[config.mk]
export PLATFORM = sky130hd
export DESIGN_NAME = datapath_unit_flat
export DESIGN_NICKNAME = d
export VERILOG_FILES = /design/src/rtl/datapath_unit_pkg.sv /design/src/rtl/datapath_unit_if.sv /design/src/rtl/datapath_unit_reg_file.sv /design/src/rtl/datapath_unit.sv /design/src/flat_wrapper.sv
export SDC_FILE = /design/constraint.sdc
export NUM_CORES = 2
export LEC_CHECK = 0
export CORE_AREA = 2 2 593 1185
export CTS_BUF_LIST = sky130_fd_sc_hd__clkbuf_16
export DETAILED_ROUTE_END_ITERATION = 7
export DIE_AREA = 0 0 595 1187
export PLACE_DENSITY = 0.41
export SYNTH_ARGS = -nofsm -noshare
export SYNTH_HDL_FRONTEND = slang
export SYNTH_SLANG_ARGS = --single-unit
export TNS_END_PERCENT = 50
[constraint.sdc]
create_clock -name clk -period 52.3 [get_ports clk]
set_clock_uncertainty 0.15 [all_clocks]
set_input_delay 7.845 -clock clk [delete_from_list [all_inputs] [get_ports clk]]
set_output_delay 7.845 -clock clk [all_outputs]
set_load 0.01 [all_outputs]
[src/rtl/datapath_unit_pkg.sv]
// Shared types and constants for the execution datapath: ALU opcodes,
// write-back select encodings and default widths.
package datapath_unit_pkg;

  localparam int WIDTH_DEF    = 16;
  localparam int D_ADDR_W_DEF = 8;
  localparam int R_ADDR_W_DEF = 4;

  localparam logic RF_S_MEM = 1'b0;
  localparam logic RF_S_ALU = 1'b1;

  typedef enum logic [3:0] {
    ALU_PASS = 4'd0,
    ALU_ADD  = 4'd1,
    ALU_SUB  = 4'd2,
    ALU_AND  = 4'd3,
    ALU_OR   = 4'd4,
    ALU_XOR  = 4'd5,
    ALU_NOT  = 4'd6,
    ALU_SHL  = 4'd7,
    ALU_SHR  = 4'd8,
    ALU_INC  = 4'd9,
    ALU_DEC  = 4'd10
  } alu_op_e;

endpackage

[src/rtl/datapath_unit_if.sv]
// Controller-to-datapath bus: decoded strobes flow master->slave,
// debug results (ALU, write-back, flags) flow back.
interface datapath_unit_if
  import datapath_unit_pkg::*;
#(
  parameter int WIDTH    = WIDTH_DEF,
  parameter int D_ADDR_W = D_ADDR_W_DEF,
  parameter int R_ADDR_W = R_ADDR_W_DEF
) ();

  logic                D_wr;
  logic                RF_s;
  logic                RF_W_en;
  logic [D_ADDR_W-1:0] D_addr;
  logic [R_ADDR_W-1:0] RF_W_addr;
  logic [R_ADDR_W-1:0] RF_A_addr;
  logic [R_ADDR_W-1:0] RF_B_addr;
  logic [3:0]          ALU_sel;
  logic [WIDTH-1:0]    ALU_Out;
  logic [WIDTH-1:0]    WB_data;
  logic [2:0]          Flags;

  modport master (
    output D_wr, RF_s, RF_W_en, D_addr, RF_W_addr, RF_A_addr, RF_B_addr, ALU_sel,
    input  ALU_Out, WB_data, Flags
  );

  modport slave (
    input  D_wr, RF_s, RF_W_en, D_addr, RF_W_addr, RF_A_addr, RF_B_addr, ALU_sel,
    output ALU_Out, WB_data, Flags
  );

endinterface

[src/rtl/datapath_unit_reg_file.sv]
// 2-read / 1-write register file. Reads are asynchronous, so a same-cycle
// read of the register being written still sees the old contents.
module datapath_unit_reg_file
  import datapath_unit_pkg::*;
#(
  parameter int WIDTH    = WIDTH_DEF,
  parameter int R_ADDR_W = R_ADDR_W_DEF
) (
  input  logic                clk,
  input  logic                reset,
  input  logic                we,
  input  logic [R_ADDR_W-1:0] w_addr,
  input  logic [WIDTH-1:0]    w_data,
  input  logic [R_ADDR_W-1:0] a_addr,
  input  logic [R_ADDR_W-1:0] b_addr,
  output logic [WIDTH-1:0]    ra,
  output logic [WIDTH-1:0]    rb
);

  localparam int NREGS = 2 ** R_ADDR_W;

  logic [WIDTH-1:0] regs_q [NREGS];
  logic [WIDTH-1:0] regs_d [NREGS];

  always_comb begin
    regs_d = regs_q;
    if (we) regs_d[w_addr] = w_data;
  end

  always_ff @(posedge clk or negedge reset) begin
    if (!reset) begin
      for (int i = 0; i < NREGS; i++) regs_q[i] <= '0;
    end else begin
      regs_q <= regs_d;
    end
  end

  assign ra = regs_q[a_addr];
  assign rb = regs_q[b_addr];

endmodule

[src/rtl/datapath_unit.sv]
// Execution datapath: register file, ALU, synchronous data memory,
// write-back mux and the {N,Z,C} status register.
module datapath_unit
  import datapath_unit_pkg::*;
#(
  parameter int WIDTH    = WIDTH_DEF,
  parameter int D_ADDR_W = D_ADDR_W_DEF,
  parameter int R_ADDR_W = R_ADDR_W_DEF
) (
  input  logic            clk,
  input  logic            reset,
  datapath_unit_if.slave  bus
);

  logic [WIDTH-1:0] ra, rb;
  logic [WIDTH-1:0] alu_result;
  logic             alu_carry;
  logic [WIDTH:0]   alu_ext;
  logic [WIDTH-1:0] mem_q;
  logic [WIDTH-1:0] wb_data;
  logic [2:0]       flags_d, flags_q;
  logic [WIDTH-1:0] mem [2 ** D_ADDR_W];

  datapath_unit_reg_file #(
    .WIDTH    (WIDTH),
    .R_ADDR_W (R_ADDR_W)
  ) u_reg_file (
    .clk    (clk),
    .reset  (reset),
    .we     (bus.RF_W_en),
    .w_addr (bus.RF_W_addr),
    .w_data (wb_data),
    .a_addr (bus.RF_A_addr),
    .b_addr (bus.RF_B_addr),
    .ra     (ra),
    .rb     (rb)
  );

  // Every op produces a WIDTH+1 word whose top bit is the carry/borrow/shifted-out bit.
  always_comb begin
    alu_ext = '0;
    case (bus.ALU_sel)
      ALU_PASS: alu_ext = {1'b0, ra};
      ALU_ADD:  alu_ext = {1'b0, ra} + {1'b0, rb};
      ALU_SUB:  alu_ext = {1'b0, ra} - {1'b0, rb};
      ALU_AND:  alu_ext = {1'b0, ra & rb};
      ALU_OR:   alu_ext = {1'b0, ra | rb};
      ALU_XOR:  alu_ext = {1'b0, ra ^ rb};
      ALU_NOT:  alu_ext = {1'b0, ~ra};
      ALU_SHL:  alu_ext = {ra, 1'b0};
      ALU_SHR:  alu_ext = {ra[0], 1'b0, ra[WIDTH-1:1]};
      ALU_INC:  alu_ext = {1'b0, ra} + (WIDTH+1)'(1);
      ALU_DEC:  alu_ext = {1'b0, ra} - (WIDTH+1)'(1);
      default:  alu_ext = '0;
    endcase
    alu_result = alu_ext[WIDTH-1:0];
    alu_carry  = alu_ext[WIDTH];
  end

  assign wb_data = (bus.RF_s == RF_S_ALU) ? alu_result : mem_q;

  // Flags track ALU write-backs only; loads leave them alone.
  always_comb begin
    flags_d = flags_q;
    if (bus.RF_W_en && bus.RF_s == RF_S_ALU)
      flags_d = {alu_result[WIDTH-1], alu_result == '0, alu_carry};
  end

  always_ff @(posedge clk or negedge reset) begin
    if (!reset) flags_q <= '0;
    else        flags_q <= flags_d;
  end

  // Block RAM style: no reset, registered read returns pre-write data.
  always_ff @(posedge clk) begin
    if (bus.D_wr) mem[bus.D_addr] <= ra;
    mem_q <= mem[bus.D_addr];
  end

  assign bus.ALU_Out = alu_result;
  assign bus.WB_data = wb_data;
  assign bus.Flags   = flags_q;

endmodule

[src/flat_wrapper.sv]
// flat-port wrapper written by rule: the top's interface ports become plain ports
module datapath_unit_flat import datapath_unit_pkg::*;
#(
  parameter int WIDTH    = WIDTH_DEF,
  parameter int D_ADDR_W = D_ADDR_W_DEF,
  parameter int R_ADDR_W = R_ADDR_W_DEF
)
  (clk, reset, bus_D_wr, bus_RF_s, bus_RF_W_en, bus_D_addr, bus_RF_W_addr, bus_RF_A_addr, bus_RF_B_addr, bus_ALU_sel, bus_ALU_Out, bus_WB_data, bus_Flags);
  datapath_unit_if #(.WIDTH(WIDTH), .D_ADDR_W(D_ADDR_W), .R_ADDR_W(R_ADDR_W)) bus_i ();
  input  logic clk;
  input  logic reset;
  input wire logic [$bits(bus_i.D_wr)-1:0] bus_D_wr;
  input wire logic [$bits(bus_i.RF_s)-1:0] bus_RF_s;
  input wire logic [$bits(bus_i.RF_W_en)-1:0] bus_RF_W_en;
  input wire logic [$bits(bus_i.D_addr)-1:0] bus_D_addr;
  input wire logic [$bits(bus_i.RF_W_addr)-1:0] bus_RF_W_addr;
  input wire logic [$bits(bus_i.RF_A_addr)-1:0] bus_RF_A_addr;
  input wire logic [$bits(bus_i.RF_B_addr)-1:0] bus_RF_B_addr;
  input wire logic [$bits(bus_i.ALU_sel)-1:0] bus_ALU_sel;
  output wire logic [$bits(bus_i.ALU_Out)-1:0] bus_ALU_Out;
  output wire logic [$bits(bus_i.WB_data)-1:0] bus_WB_data;
  output wire logic [$bits(bus_i.Flags)-1:0] bus_Flags;
  assign bus_i.D_wr = bus_D_wr;
  assign bus_i.RF_s = bus_RF_s;
  assign bus_i.RF_W_en = bus_RF_W_en;
  assign bus_i.D_addr = bus_D_addr;
  assign bus_i.RF_W_addr = bus_RF_W_addr;
  assign bus_i.RF_A_addr = bus_RF_A_addr;
  assign bus_i.RF_B_addr = bus_RF_B_addr;
  assign bus_i.ALU_sel = bus_ALU_sel;
  assign bus_ALU_Out = bus_i.ALU_Out;
  assign bus_WB_data = bus_i.WB_data;
  assign bus_Flags = bus_i.Flags;
  datapath_unit #(.WIDTH(WIDTH), .D_ADDR_W(D_ADDR_W), .R_ADDR_W(R_ADDR_W)) u_core (.clk(clk), .reset(reset), .bus(bus_i));
endmodule
## Yosys cells after proc, flatten, opt, wreduce, memory -nomap -nowiden

Memory sizes are Yosys's and may differ from the RTL's. A register that Yosys moved wholly into a read port is not among the register bits.
Cells that the tools add are included.

- Reductions and logical operators: 4
- Eq/ne operators: 10
- Bitwise logic cells: 7
- Order comparisons: 4
- Mux-type cells: 13
- $add $sub $neg: 4

Operators by type and width:

| operator | count |
|---|---|
| $bwmux 256 | 1 |
| $pmux 17 s11 | 1 |
| $bmux 16 s4 | 2 |
| $mux 16 | 6 |
| $demux 16 s4 | 1 |
| $add 16x1->17 const B | 1 |
| $add 16x16->17 | 1 |
| $sub 16x1->17 const B | 1 |
| $sub 16x16->17 | 1 |
| $and 16x16->16 | 1 |
| $eq 4x3->1 const B | 4 |
| $logic_not 16->1 | 1 |
| $not 16->16 | 1 |
| $or 16x16->16 | 1 |
| $xor 16x16->16 | 1 |
| $ge 5x5->1 const B | 3 |
| $not 4->5 | 3 |
| $eq 4x4->1 const B | 3 |
| $eq 4x2->1 const B | 2 |
| $lt 5x1->1 const B | 1 |
| $eq 4x1->1 const B | 1 |
| $logic_not 4->1 | 1 |
| $logic_and 1x1->1 | 2 |
| $mux 1 | 2 |

- Bits in registers: 259
- Memories kept: 1
- Output and inout bits: 35
- Memory bits (writable): 4096

Memory list:

| name | depth | bits a word | rd ports | clocked after memory_dff | wr ports | RTL line | text |
|---|---|---|---|---|---|---|---|
| u_core.mem | 256 | 16 | 1 | 1 | 1 | datapath_unit.sv:22 | `logic [WIDTH-1:0] mem [2 ** D_ADDR_W];` |

## Depth between registers and ports, before layout

- Word-level depth: 8
- Gate-level depth with buffers: 22
- Mapped depth without buffers: 19

## By module

Synthesis repeated with hierarchy kept, for this count alone.

- Cell total of the unflattened synthesis: 7642
- Area, all modules: 173878.0 sq um

Modules (own cells, without submodules):

| module | instances | area each (sq um) | cells an instance |
|---|---|---|---|
| datapath_unit | 1 | 160412.6 | 6793 |
| datapath_unit_reg_file | 1 | 13465.4 | 849 |

## Worst setup path before layout

Ideal clock, no wire load.

- Path type: input to output
- From: input port bus_RF_A_addr[1]
- To: output port bus_WB_data[10]
- Data arrival time: 21.720 ns
- Path buffers: 4
- Stages on the path: 14
- Slack: 22.585 ns
- Data required time: 44.305 ns
- Path through: buf_4 > buf_6 > buf_4 > mux4_2 > o22ai_1 > nor3_1 > ha_1 > and3_1 > o221ai_1 > nand2_1 > xor2_1 > a221oi_1 > a21oi_1 > buf_2

- Longest elaborated chain between the ends: 7
- Elaborated cells on any way between the ends: 14
- Those cells by class: add/sub: 4; mux: 5; bitwise: 5

RTL lines:

| what | RTL line | text |
|---|---|---|
| from (decl) | flat_wrapper.sv:17 | `input wire logic [$bits(bus_i.RF_A_addr)-1:0] bus_RF_A_addr;` |
| $not 4->5 (implied by the code) * | datapath_unit_reg_file.sv:38 | `assign ra = regs_q[a_addr];` |
| $bmux 16 s4 * | datapath_unit_reg_file.sv:38 |  |
| $mux 16 (implied by the code) * (2 in a row) | datapath_unit_reg_file.sv:38 |  |
| net u_core.ra[9] | datapath_unit.sv:15 | `logic [WIDTH-1:0] ra, rb;` |
| $sub 16x1->17, or another cell as far along | datapath_unit.sv:53 | `ALU_DEC: alu_ext = {1'b0, ra} - (WIDTH+1)'(1);` |
| $pmux 17 s11 * | datapath_unit.sv:42 | `case (bus.ALU_sel)` |
| $mux 16 * | datapath_unit.sv:60 | `assign wb_data = (bus.RF_s == RF_S_ALU) ? alu_result : mem_q;` |
| to (decl) | flat_wrapper.sv:21 | `output wire logic [$bits(bus_i.WB_data)-1:0] bus_WB_data;` |

The timed path passes the listed nets; every way through them passes the cells marked *. The select of a mux whose other input is x is not followed.

## Final worst setup path

- From: input port bus_RF_B_addr[0]
- To: output port bus_WB_data[15]

- Longest elaborated chain between the ends: 7
- Elaborated cells on any way between the ends: 11
- Those cells by class: add/sub: 2; mux: 5; bitwise: 4

RTL lines:

| what | RTL line | text |
|---|---|---|
| from (decl) | flat_wrapper.sv:18 | `input wire logic [$bits(bus_i.RF_B_addr)-1:0] bus_RF_B_addr;` |
| $not 4->5 (implied by the code) * | datapath_unit_reg_file.sv:39 | `assign rb = regs_q[b_addr];` |
| $bmux 16 s4 * | datapath_unit_reg_file.sv:39 |  |
| $mux 16 (implied by the code) * (2 in a row) | datapath_unit_reg_file.sv:39 |  |
| $sub 16x16->17, or another cell as far along | datapath_unit.sv:45 | `ALU_SUB: alu_ext = {1'b0, ra} - {1'b0, rb};` |
| $pmux 17 s11 * | datapath_unit.sv:42 |  |
| $mux 16 * | datapath_unit.sv:60 |  |

Mark *: on every way between the ends. The rest lies on a longest branch, timed or not. The select of a mux whose other input is x is not followed.

==> results by group <==
Drt
  – Residual DRC count: 0
  – DR vias/cell: 4.70
  – Vias: between 80000 and 90000
  – WL/cell: 33.0 um
  – Drt total wl: 579000 um
  – Post-DRT Antenna Nets: 0
  – 1st-pass router iterations: 6
  – Initial DRC count: 6894

Timing
  – TNS Setup: 0 ns
  – Final hold viol count: 0
  – Unrepaired setup endpoints after global routing: false
  – Pins Over Slew Limit: 0
  – Setup ws final: about 29 ns
  – Period minus WS final: between 20 and 25 ns
  – Slew at the pin closest to its max-slew limit: 1.36 ns
  – Fmax: around 43 MHz
  – Hold WS: 0.338 ns
  – Setup violations, final: 0
  – Fin crit share: 44.2%
  – Worst slew margin: 8.82%

Place
  – Pre-CTS WS: 29.16 ns
  – Placed Cells incl. Taps: approximately 17000
  – IO Port Bufs: 63
  – Placer Congestion: 0.845
  – Detailed Place HPWL: 363000 um

Synthesis
  – Synth unique cells: 86
  – Yosys Warn Count: 0
  – Main synth FF type: edfxtp_1
  – Mapped Cells: slightly below 8000
  – Sequential share of the synthesized area: between 70% and 80%
  – Post-synth net total: 7813
  – Mapped cell area: between 0.15 and 0.2 sq mm
  – Post-synth ARST share: 5.93%
  – Largest cells by area after synthesis: edfxtp_1 (71%), mux4_2 (19%), dfrtp_1 (3.7%)
  – Yosys reg bits: 4371
  – Number of flops mapped to enable cells by yosys: 4096
  – Cell taking the most area after synthesis: edfxtp_1
  – Share of the synthesized area in the top cell type: 70.7%
  – Syn_area_per_cell: 22.5 sq um

Clock tree
  – Hold-fix buffers at CTS: 0
  – TritonCTS clock tree: built
  – PostCTS Resize Cnt: 0
  – Htree depth: 5
  – Reg clk slew, reported paths: about 0.070 ns
  – Total setup buffers inserted after CTS: 0
  – CTS root buffer: clkbuf_16
  – CTS Buf Count: 385
  – # clock sinks: 4371
  – Clk buf depth: 4
  – Clk_lat worst skew: 1.02 ns

Setup path
  – Worst reg2reg setup slack: 45.92 ns
  – Crit path max-delay family: buffers and inverters
  – WS Path Type: in2out
  – WP buf/inv: 6
  – Most frequent CP cell: buf_4
  – Worst r2r path cells: 17
  – CP cell instances: buf_4, buf_4, mux4_2, mux4_2, inv_1, ha_1, nor3b_2, nand2_1, xnor2_1, o21ai_0, ha_1, a21oi_1, o21ai_0, o41ai_2, o21a_1, o311ai_2, buf_4, mux2i_2, inv_1, clkdlybuf4s50_1
  – Required time of the critical path: between 40 and 50 ns
  – CP Capture Type: output pin
  – Reg2reg start: u_core.u_reg_file.regs_q[0]
  – Worst EP arrival: 15.10 ns
  – Max stage delay on crit path: ~0.92 ns
  – Crit path max-delay cell type: mux2i_2
  – CP Max Fanout: 44
  – R2r endpoint: u_core.u_reg_file.regs_q[127]
  – CP Launch Type: input port

Finish
  – Share of cells above drive strength 1: 35.0%
  – # fillers: roughly 68000
  – FF+latch area: 0.130 sq mm
  – Most frequent cells in the layout: edfxtp_1 (4096), mux4_2 (1437), clkbuf_16 (387)
  – Most common cell after layout, fill and taps aside: edfxtp_1
  – Fin util: 28.8%
  – Final Non-Filler Cells: 17558
  – Area Overhead vs Synth: 15.5%
  – Area taken by multi-input logic gates: 0.0433 sq mm
  – Nets: 8115

Floorplanning
  – Row cnt: 434
  – Die area: 0.706 sq mm
  – Die Y: around 1200 um
  – Initial Utilization: 25.0%
  – IO Pins: 64
  – Die span in x: around 600 um
  – Core Area: 0.697 sq mm

Power
  – Peak VDD IR: 42.8 uV
  – Pwr Density: 42.3 mW/mm^2
  – Leakage power: 61.9 nW

Hold path
  – Hold Path Class: reg2reg
  – Hold Crit Depth: 2
  – Min-Delay Endpoint: u_core.bus.Flags[1]
  – Hold wc startpoint: u_core.bus.Flags[1]

GRT
  – Gr usage total: 16.0%
  – GRT overflow: 0
  – First-pass GRT wire length: 785000 um
  – Vias in the first global route: 88944
  – Initial antenna violation count: 30
  – Largest net degree at the start of global routing: about 200

Run status
  – Outcome: finished clean

Job
  – Max-cap violations: 0
==> cells by family after synthesis <==
group | count (synthesis) | synth area share [%]
flops | 4371 | 74.6
mux | 1710 | 20.4
simple gates | 730 | 1.89
buf+inv | 532 | 1.48
compound gates | 319 | 1.21
fa+ha+maj | 51 | 0.371
xor+xnor | 20 | 0.101
==> per-stage QoR <==
stage,cell area [sq um],power (W)
6_report,201000,0.00850
5_1_grt,201000,0.00877
4_1_cts,201000,0.00860
3_5_place_dp,188000,0.00561
3_3_place_gp,188000,0.00558
2_1_floorplan,174000,0.00515
==> cell type report <==
type | instances | area share, %
inverters | 53 | 0.121
multi-input cells | 2830 | 21.5
repair buffers | 394 | 1.61
clock buffers | 387 | 4.82
diodes | 44 | 0.0548
well taps | 9156 | 5.70
clock inverters | 323 | 1.60
flip-flops and latches | 4371 | 64.6
==> power by group <==
part | total [W] | internal [W] | switching [W]
Sequential | 0.00433 | 0.00424 | 0.0000925
Clock | 0.00299 | 0.00162 | 0.00137
Combinational | 0.00118 | 0.000357 | 0.000819
==> registers in the layout (all words and copies together), names as in the netlist <==
| name | count |
|---|---|
| u_core.u_reg_file.regs_q | 256 |
| u_core.mem_q | 16 |
| u_core.mem | 4096 |
| u_core.bus.Flags | 3 |
==> worst register-to-register path, delay by kind of cell, from the launching register on <==
kind / cells / cell delay, ns
buffers and inverters: 2 / 0.40
AND/OR/NAND/NOR: 2 / 0.66
XOR/XNOR: 1 / 0.15
multiplexers: 3 / 2.00
flip-flops: 1 / 0.41
adder cells (fa/ha/maj): 2 / 0.52
AO/OA/AOI/OAI: 7 / 1.92
==> how the worst max path moves through the flow <==
stage	slack [ns]	startpoint	end	depth (start not counted)
finish	29.21	bus_RF_B_addr[0]	bus_WB_data[15]	20
floorplan	22.58	bus_RF_A_addr[1]	bus_WB_data[10]	14
CTS	29.15	bus_RF_B_addr[0]	bus_WB_data[15]	20
detailed placement	29.16	bus_RF_B_addr[0]	bus_WB_data[15]	20
global placement	29.09	bus_RF_B_addr[0]	bus_WB_data[15]	20
global route	28.80	bus_RF_B_addr[0]	bus_WB_data[15]	20
==> metal layers <==
metal,global-route usage [%],vias to the layer above,share of wire (%)
li1,-,33359,-
met1,16.5,46295,34
met2,32.3,2103,58
met3,1.56,720,3.4
met4,6.79,4,4.6
met5,0,-,0.0047
==> cells in the mapped netlist, types with 27 or more instances <==
cell type,count
edfxtp_1,4096
mux4_2,1437
nor2_1,326
dfrtp_1,259
clkbuf_1,223
mux2_2,218
nand2_1,174
buf_2,135
o21ai_0,106
nand3_1,76
buf_4,55
ha_1,50
mux2i_1,48
inv_1,47
buf_1,38
a21oi_1,35
buf_6,28
a22oi_1,27
No activity file was read; power rests on OpenSTA's default activity.
